File: src/rtl/picture_pkg.sv
// picture_pkg: shared geometry, widths and scanner state encoding for the picture read path.
package picture_pkg;
  localparam int PIC_BASE_ADRS = 1792;
  localparam int PIC_W = 16;
  localparam int PIC_H = 16;
  localparam int PIX_W = 24;
  localparam int ADRS_W = 11;
  localparam int FIFO_DEPTH = 2;
  localparam int NPIX = PIC_W * PIC_H;
  typedef enum logic [1:0] {IDLE, FETCH, DRAIN} scan_state_e;
endpackage

File: src/rtl/pixel_fifo.sv
// pixel_fifo: small synchronous FIFO with occupancy count; push and pop may coincide when full.
module pixel_fifo #(
  parameter int DEPTH = 2,
  parameter int W = 24
) (
  input  logic                       clk,
  input  logic                       reset,
  input  logic                       push_i,
  input  logic [W-1:0]               din_i,
  input  logic                       pop_i,
  output logic [W-1:0]               dout_o,
  output logic [$clog2(DEPTH):0]     count_o
);
  localparam int AW = $clog2(DEPTH);
  logic [W-1:0] mem_q [DEPTH];
  logic [AW-1:0] wr_q, rd_q;
  logic [AW:0] cnt_q;
  always_ff @(posedge clk) begin
    if (push_i) mem_q[wr_q] <= din_i;
  end
  always_ff @(posedge clk) begin
    if (reset) begin
      wr_q <= '0;
      rd_q <= '0;
      cnt_q <= '0;
    end else begin
      wr_q <= push_i ? wr_q + AW'(1) : wr_q;
      rd_q <= pop_i ? rd_q + AW'(1) : rd_q;
      cnt_q <= cnt_q + (AW+1)'(push_i) - (AW+1)'(pop_i);
    end
  end
  assign dout_o = mem_q[rd_q];
  assign count_o = cnt_q;
endmodule

File: src/rtl/picture_scanner.sv
// picture_scanner: walks the picture region row-major on request and streams pixels with
// sof/eol/eof flags, throttling reads so the output buffer can never overflow.
module picture_scanner
  import picture_pkg::*;
(
  input  logic              clk,
  input  logic              reset,
  input  logic              frame_start,
  output logic [ADRS_W-1:0] picture_radrs,
  input  logic [PIX_W-1:0]  picture_data,
  output logic              pix_valid,
  input  logic              pix_ready,
  output logic [PIX_W-1:0]  pix_data,
  output logic              pix_sof,
  output logic              pix_eol,
  output logic              pix_eof,
  output logic              busy,
  output logic              frame_done
);
  localparam int IW = $clog2(NPIX);
  localparam int CW = $clog2(PIC_W);
  localparam int RW = $clog2(PIC_H);
  localparam int OW = $clog2(FIFO_DEPTH) + 1;
  scan_state_e state_q, state_d;
  logic [IW-1:0] rd_idx_q;
  logic [CW-1:0] col_q;
  logic [RW-1:0] row_q;
  logic inflight_q, frame_done_q;
  logic [OW-1:0] occ;
  logic start, issue, pop, last_pop;
  assign pop = pix_valid && pix_ready;
  assign pix_valid = occ != '0;
  // the frame_done cycle still counts as busy for request acceptance
  assign start = frame_start && state_q == IDLE && !frame_done_q;
  assign issue = state_q == FETCH &&
                 ({1'b0, occ} + (OW+1)'(inflight_q) - (OW+1)'(pop)) < (OW+1)'(FIFO_DEPTH);
  assign pix_eol = col_q == CW'(PIC_W - 1);
  assign pix_sof = col_q == '0 && row_q == '0;
  assign pix_eof = pix_eol && row_q == RW'(PIC_H - 1);
  assign last_pop = pop && pix_eof;
  assign picture_radrs = ADRS_W'(PIC_BASE_ADRS) + ADRS_W'(rd_idx_q);
  assign frame_done = frame_done_q;
  always_ff @(posedge clk) begin
    if (reset) state_q <= IDLE;
    else state_q <= state_d;
  end
  always_comb begin
    state_d = (state_q == IDLE && start) ? FETCH :
              (state_q == FETCH && issue && rd_idx_q == IW'(NPIX - 1)) ? DRAIN :
              (state_q == DRAIN && last_pop) ? IDLE : state_q;
  end
  always_comb begin
    busy = state_q != IDLE;
  end
  always_ff @(posedge clk) begin
    if (reset) begin
      rd_idx_q <= '0;
      inflight_q <= 1'b0;
      col_q <= '0;
      row_q <= '0;
      frame_done_q <= 1'b0;
    end else begin
      rd_idx_q <= start ? '0 : issue ? rd_idx_q + IW'(1) : rd_idx_q;
      inflight_q <= issue;
      col_q <= start ? '0 : pop ? col_q + CW'(1) : col_q;
      row_q <= start ? '0 : (pop && pix_eol) ? row_q + RW'(1) : row_q;
      frame_done_q <= last_pop;
    end
  end
  pixel_fifo #(.DEPTH(FIFO_DEPTH), .W(PIX_W)) u_fifo (
    .clk    (clk),
    .reset  (reset),
    .push_i (inflight_q),
    .din_i  (picture_data),
    .pop_i  (pop),
    .dout_o (pix_data),
    .count_o(occ)
  );
endmodule

File: config.mk
export PLATFORM = sky130hd
export DESIGN_NAME = picture_scanner
export DESIGN_NICKNAME = d
export VERILOG_FILES = /design/src/rtl/picture_pkg.sv /design/src/rtl/pixel_fifo.sv /design/src/rtl/picture_scanner.sv
export SDC_FILE = /design/constraint.sdc
export NUM_CORES = 1
export LEC_CHECK = 0
export BUFFER_PORTS_ARGS = -buffer_cell sky130_fd_sc_hd__buf_2
export CAP_MARGIN = 20
export CORE_AREA = 4 4 104 96
export CTS_CLUSTER_DIAMETER = 120
export CTS_CLUSTER_SIZE = 10
export DETAILED_ROUTE_END_ITERATION = 6
export DIE_AREA = 0 0 108 100
export SETUP_SLACK_MARGIN = 0.5
export SLEW_MARGIN = 20
export SYNTH_ARGS = -nofsm -noshare
export SYNTH_HDL_FRONTEND = slang
export SYNTH_SLANG_ARGS = --single-unit
File: constraint.sdc
create_clock -name clk -period 6.2 [get_ports clk]
set_clock_uncertainty 0.05 [all_clocks]
set_input_delay 0.62 -clock clk [delete_from_list [all_inputs] [get_ports clk]]
set_output_delay 0.62 -clock clk [all_outputs]
set_load 0.005 [all_outputs]
## After elaboration in Yosys (flattened, before gate mapping)

Memories as Yosys holds them, arrays and structs flattened. A register that Yosys moved wholly into a read port is not among the register bits.
Cells that the tools add are included.

- Magnitude comparators: 1
- Reductions and logical operators: 22
- Muxes and demuxes: 7
- $add $sub $neg: 10
- Eq/ne operators: 5

Operator list:

| kind | number |
|---|---|
| $logic_and A1 B1 Y1 | 12 |
| $add A9 B9 Y10 const A | 1 |
| $add A4 B1 Y4 const B | 2 |
| $add A8 B1 Y8 const B | 1 |
| $eq A4 B4 Y1 const B | 2 |
| $eq A8 B8 Y1 const B | 1 |
| $logic_not A4 Y1 | 2 |
| $reduce_bool A2 Y1 | 3 |
| $mux W1 | 5 |
| $mux W2 | 2 |
| $reduce_or A2 Y1 | 2 |
| $add A2 B1 Y3 | 1 |
| $lt A3 B2 Y1 const B | 1 |
| $reduce_bool A3 Y1 | 1 |
| $sub A3 B1 Y3 | 1 |
| $add A1 B1 Y1 const B | 2 |
| $add A2 B1 Y2 | 1 |
| $eq A2 B1 Y1 const B | 1 |
| $eq A2 B2 Y1 const B | 1 |
| $logic_not A2 Y1 | 1 |
| $sub A2 B1 Y2 | 1 |
| $logic_not A1 Y1 | 1 |

- Output and inout bits: 41
- Input bits: 28
- Memories: 1
- Logic and storage cells: 56
- Bits in registers: 24
- Memory bits (writable): 48

Memories:

| memory | words | width | read ports | clocked after memory_dff | wr ports | RTL line | source |
|---|---|---|---|---|---|---|---|
| u_fifo.mem_q | 2 | 24 | 1 | 1 | 1 | pixel_fifo.sv:15 | `logic [W-1:0] mem_q [DEPTH];` |

## Depth between registers and ports, before layout

- Depth after elaboration: 9
- Depth in mapped cells: 12
- Gate-level depth less buffers: 10

## Hierarchy

From an unflattened synthesis, not the netlist that was laid out.

- Cell total of the unflattened synthesis: 223
- Area, all modules: 3215.6 sq um

By module, submodules not included:

| module | instances | area each (sq um) | sequential area each (sq um) | cells an instance |
|---|---|---|---|---|
| pixel_fifo | 1 | 2044.5 | 1541.5 | 94 |
| picture_scanner | 1 | 1171.1 | 400.4 | 129 |

## Least setup slack after synthesis

Ideal clock, no wire load.

- Kind: input -> register
- From: in pix_ready
- To: reg rd_idx_q[3]
- Library setup time: 0.066 ns
- Buffers on the path: 1
- Setup slack: 3.210 ns
- Stages: 11
- Required time: 6.084 ns
- Data arrival time: 2.874 ns
- Cells stage by stage: o21ai_0 > buf_2 > inv_1 > ha_1 > inv_1 > ha_1 > inv_1 > fa_1 > nand3b_2 > or4_4 > a21oi_2

- Cells in the longest elaborated chain, start to end: 4

RTL lines:

| element | RTL line | source |
|---|---|---|
| start: declaration | picture_scanner.sv:12 | `input logic pix_ready,` |
| $logic_and A1 B1 Y1 | picture_scanner.sv:31 | `assign pop = pix_valid && pix_ready;` |
| named net pop | picture_scanner.sv:30 | `logic start, issue, pop, last_pop;` |
| $sub A3 B1 Y3 | picture_scanner.sv:36 | `({1'b0, occ} + (OW+1)'(inflight_q) - (OW+1)'(pop)) < (OW+1)'(FIFO_DEPTH);` |
| $lt A3 B2 Y1 | picture_scanner.sv:36 |  |
| $logic_and A1 B1 Y1 | picture_scanner.sv:35 | `assign issue = state_q == FETCH &&` |
| end signal: assignment | picture_scanner.sv:63 | `rd_idx_q <= start ? '0 : issue ? rd_idx_q + IW'(1) : rd_idx_q;` |
| end: declaration | picture_scanner.sv:25 | `logic [IW-1:0] rd_idx_q;` |

The timed path passes the listed nets, and every way through them passes these cells.
A chain may end at the register's enable or synchronous reset.

## Worst setup path after layout

- From: reg u_fifo.cnt_q[1] (netlist: u_fifo.count_o[1])
- To: reg rd_idx_q[2]

- Cells in the longest elaborated chain, start to end: 5
- Elaborated cells between the ends (all ways): 6
- Those cells by class: add/sub: 2; order compare: 1; reduce/logical: 3

RTL lines:

| element | RTL line | source |
|---|---|---|
| start: declaration | pixel_fifo.sv:17 | `logic [AW:0] cnt_q;` |
| start signal: assignment | pixel_fifo.sv:29 | `cnt_q <= cnt_q + (AW+1)'(push_i) - (AW+1)'(pop_i);` |
| $reduce_bool A2 Y1 | picture_scanner.sv:32 | `assign pix_valid = occ != '0;` |
| $logic_and A1 B1 Y1 | picture_scanner.sv:31 |  |
| named net pop | picture_scanner.sv:30 |  |
| $sub A3 B1 Y3 | picture_scanner.sv:36 |  |
| $lt A3 B2 Y1 | picture_scanner.sv:36 |  |
| $logic_and A1 B1 Y1 | picture_scanner.sv:35 |  |

The timed path passes the listed nets, and every way through them passes these cells.

==> qor.yml <==
tns_ns: 0
cts_setup_buffers: 0
wl_um: 5880
grt-ovfl-total: 0
cp_slowest_cell: "xor2_1"
io_pins: 69
synth-async-reset-ratio_pct: 0
row_count: 33
die_h_um: 100
crit_path_end: "rd_idx_q[2]$_SDFFE_PP0P_"
placedCellCount: 401
clockBufferDepth: 2
startpoint_type: "register"
grt_pass1_vias: 1824
drive_gt1_share_pct: 42.7
power-per-cell-area_mw_per_mm2: 366
reg2reg_to: "rd_idx_q[2]$_SDFFE_PP0P_"
hold_ws_ns: 0.416
drtIter0Drc: 46
core_mm2: 0.00896
gp_congestion: 0.741
wl_per_cell_um: 14.1
cp_top_family: "adder cells"
p_leak_nw: 1.36
cap_violations: 0
cts_hold_buf: 0
nets: 326
vias_per_cell: 4.62
grt_max_degree: 25
peakVddDrop_v: 0.000164
die_area_mm2: 0.0108
dr_total_vias: 1927
post-route-min-period_ns: 3.00
cts_tree: "yes"
drc: 0
first_pass_iters: 4
worstHoldPathType: "in -> reg"
tightest_slew_ns: 0.892
finalInstanceArea_mm2: 0.00373
cp_num_buf_inv: 4
area_growth_pct: 21.5
crit_chain: "o21ai_0, buf_4, inv_1, ha_1, inv_1, ha_1, inv_1, fa_1, xor2_1, o21ai_0, a21oi_2"
cts.sinks: 73
antenna_left: 0
path_depth: 11
yosysUniqueCellTypes: 43
slew_viol_final: 0
ys_seq_elements: 73
ys_seq_area_share_pct: 63.3
start_util_pct: 34.2
io_buffer_count: 65
h-tree-depth: 3
ys.flop_type: "edfxtp_1"
clock_latency_ns: 0.34
grt_setup_unrepaired: "false"
slowest_delay_ns: 0.71
setup_violations: 0
yosysWarnings: 0
grt_pass1_wl_um: 9310
diodes: 0
maxClockFrequency_ghz: 0.334
r2r_start: "u_fifo.count_o[1]$_SDFF_PP0_"
dpl.hpwl_um: 3920
r2r_cells: 11
endpoint_kind: "register"
syn_avg_cell_area_um2: 13.9
placed_area_mm2: 0.00348
status: "finished, final reports clean"
antenna_found_initial: 0
fin_cells: 417
hold_viol: 0
arrival_ns: 3.22
startpoint: "u_fifo.count_o[1]$_SDFF_PP0_"
cts.reportedPaths.clkPinSlew_ns: 0.07
grt_usage_pct: 11.3
synth_edf_count: 48
worstPathRequired_ns: 6.42
r2r_slack_ns: 3.20
post_cts_resize_count: 0
cp_common_cell: "inv_1"
postSynthCellCount: 221
cts_buffers: 9
slew_headroom_pct: 40.4
nFillCells: 852
netlist_area_mm2: 0.00307
dp_slack_ns: 3.00
fin_crit_sh_pct: 48.4
worstSetupPathType: "reg -> reg"
fin_ws_ns: 3.20
die_x_um: 108
cts_root_buf: "clkbuf_8"
crit_fanout: 15
[registers in the layout (all words and copies together) (netlist names), named ones only]
signal          flops
col_q               4
frame_done          1
inflight_q          1
rd_idx_q            8
row_q               4
state_q             2
u_fifo.count_o      2
u_fifo.mem_q       48
u_fifo.rd_q         1
u_fifo.wr_q         1
[how the worst min path moves through the flow]
stage          slack (ns)  cells after the start                      endpoint                      from
2_1_floorplan        0.41                      2         row_q[3]$_SDFFE_PP0P_     row_q[3]$_SDFFE_PP0P_
3_3_place_gp         0.44                      2      rd_idx_q[7]$_SDFFE_PP0P_  rd_idx_q[7]$_SDFFE_PP0P_
3_5_place_dp         0.44                      2      rd_idx_q[7]$_SDFFE_PP0P_  rd_idx_q[7]$_SDFFE_PP0P_
4_1_cts              0.39                      1  u_fifo.mem_q[0][5]$_DFFE_PP_           picture_data[5]
5_1_grt              0.39                      1  u_fifo.mem_q[0][7]$_DFFE_PP_           picture_data[7]
6_report             0.42                      1  u_fifo.mem_q[0][6]$_DFFE_PP_           picture_data[6]
[Yosys cell counts, types with 3 or more instances]
library cell	n	area, µm²
nand3_1	11	55.1
dfxtp_1	25	500
ha_1	7	87.6
or3_1	3	18.8
inv_1	11	41.3
nand2_1	10	37.5
nand3b_1	4	30.0
mux2_2	24	270
mux2i_1	4	40.0
buf_4	3	22.5
o31ai_1	3	22.5
o21ai_0	7	35.0
a21oi_2	9	78.8
edfxtp_1	48	1440
clkbuf_1	3	11.3
nor2_1	5	18.8
or4_1	3	22.5
nor4_1	7	43.8
buf_2	3	15.0
[area by class of cell]
cell class	instances	area (µm²)	share of cell area, %
well taps	122	153	4.10
multi-input cells	127	1000	26.8
clock inverters	6	115	3.09
clock buffers	10	128	3.42
flip-flops and latches	73	1940	52.1
repair buffers	68	348	9.33
inverters	11	41.3	1.11
[cells in the final DEF (no fill, tap or decap), types with 2 or more instances in the layout]
| cell | n |
|---|---|
| o31ai_1 | 3 |
| o22ai_1 | 2 |
| a21oi_1 | 2 |
| or3_1 | 3 |
| mux2_2 | 24 |
| or2_2 | 2 |
| or4_1 | 3 |
| conb_1 | 3 |
| nor2_1 | 5 |
| nand3_1 | 11 |
| clkbuf_8 | 9 |
| nor3_1 | 2 |
| buf_2 | 65 |
| dfxtp_1 | 24 |
| bufinv_16 | 3 |
| xor2_1 | 2 |
| ha_1 | 7 |
| edfxtp_1 | 48 |
| xnor2_1 | 2 |
| a21oi_2 | 9 |
| o21ai_0 | 7 |
| buf_4 | 3 |
| nand2_1 | 10 |
| nand3b_1 | 4 |
| inv_1 | 11 |
| mux2i_1 | 4 |
| nor4_1 | 7 |
[cells by family after synthesis]
logic type               share of synthesized area, %
AO/OA/AOI/OAI                                    5.43
XOR/XNOR                                         1.14
adder cells (fa/ha/maj)                          3.51
buffers and inverters                            4.41
flip-flops                                       63.3
multiplexers                                     10.1
other                                           0.122
AND/OR/NAND/NOR                                  12.0
[layer usage]
layer / vias up / GRT usage [%] / share of wire [%]
met2: 61 / 16.1 / 43
met5: - / 0 / 0
met4: 0 / 3.79 / 1.3
met1: 909 / 15.5 / 47
met3: 8 / 4.69 / 8.3
li1: 949 / - / -
[through the flow]
step,total power [W],util [%]
6_report,0.00136,41.6
5_1_grt,0.00144,41.6
4_1_cts,0.00139,41.6
3_5_place_dp,0.000931,38.9
3_3_place_gp,0.000926,38.9
2_1_floorplan,0.000837,-
[power breakdown]
part	leakage, nW	switching (W)	total, W	internal [W]
Clock	0.117	0.000178	0.000448	0.000269
Sequential	0.638	0.0000473	0.000622	0.000575
Combinational	0.605	0.000152	0.000294	0.000142
Note: power is estimated with default switching activity, not from simulation.
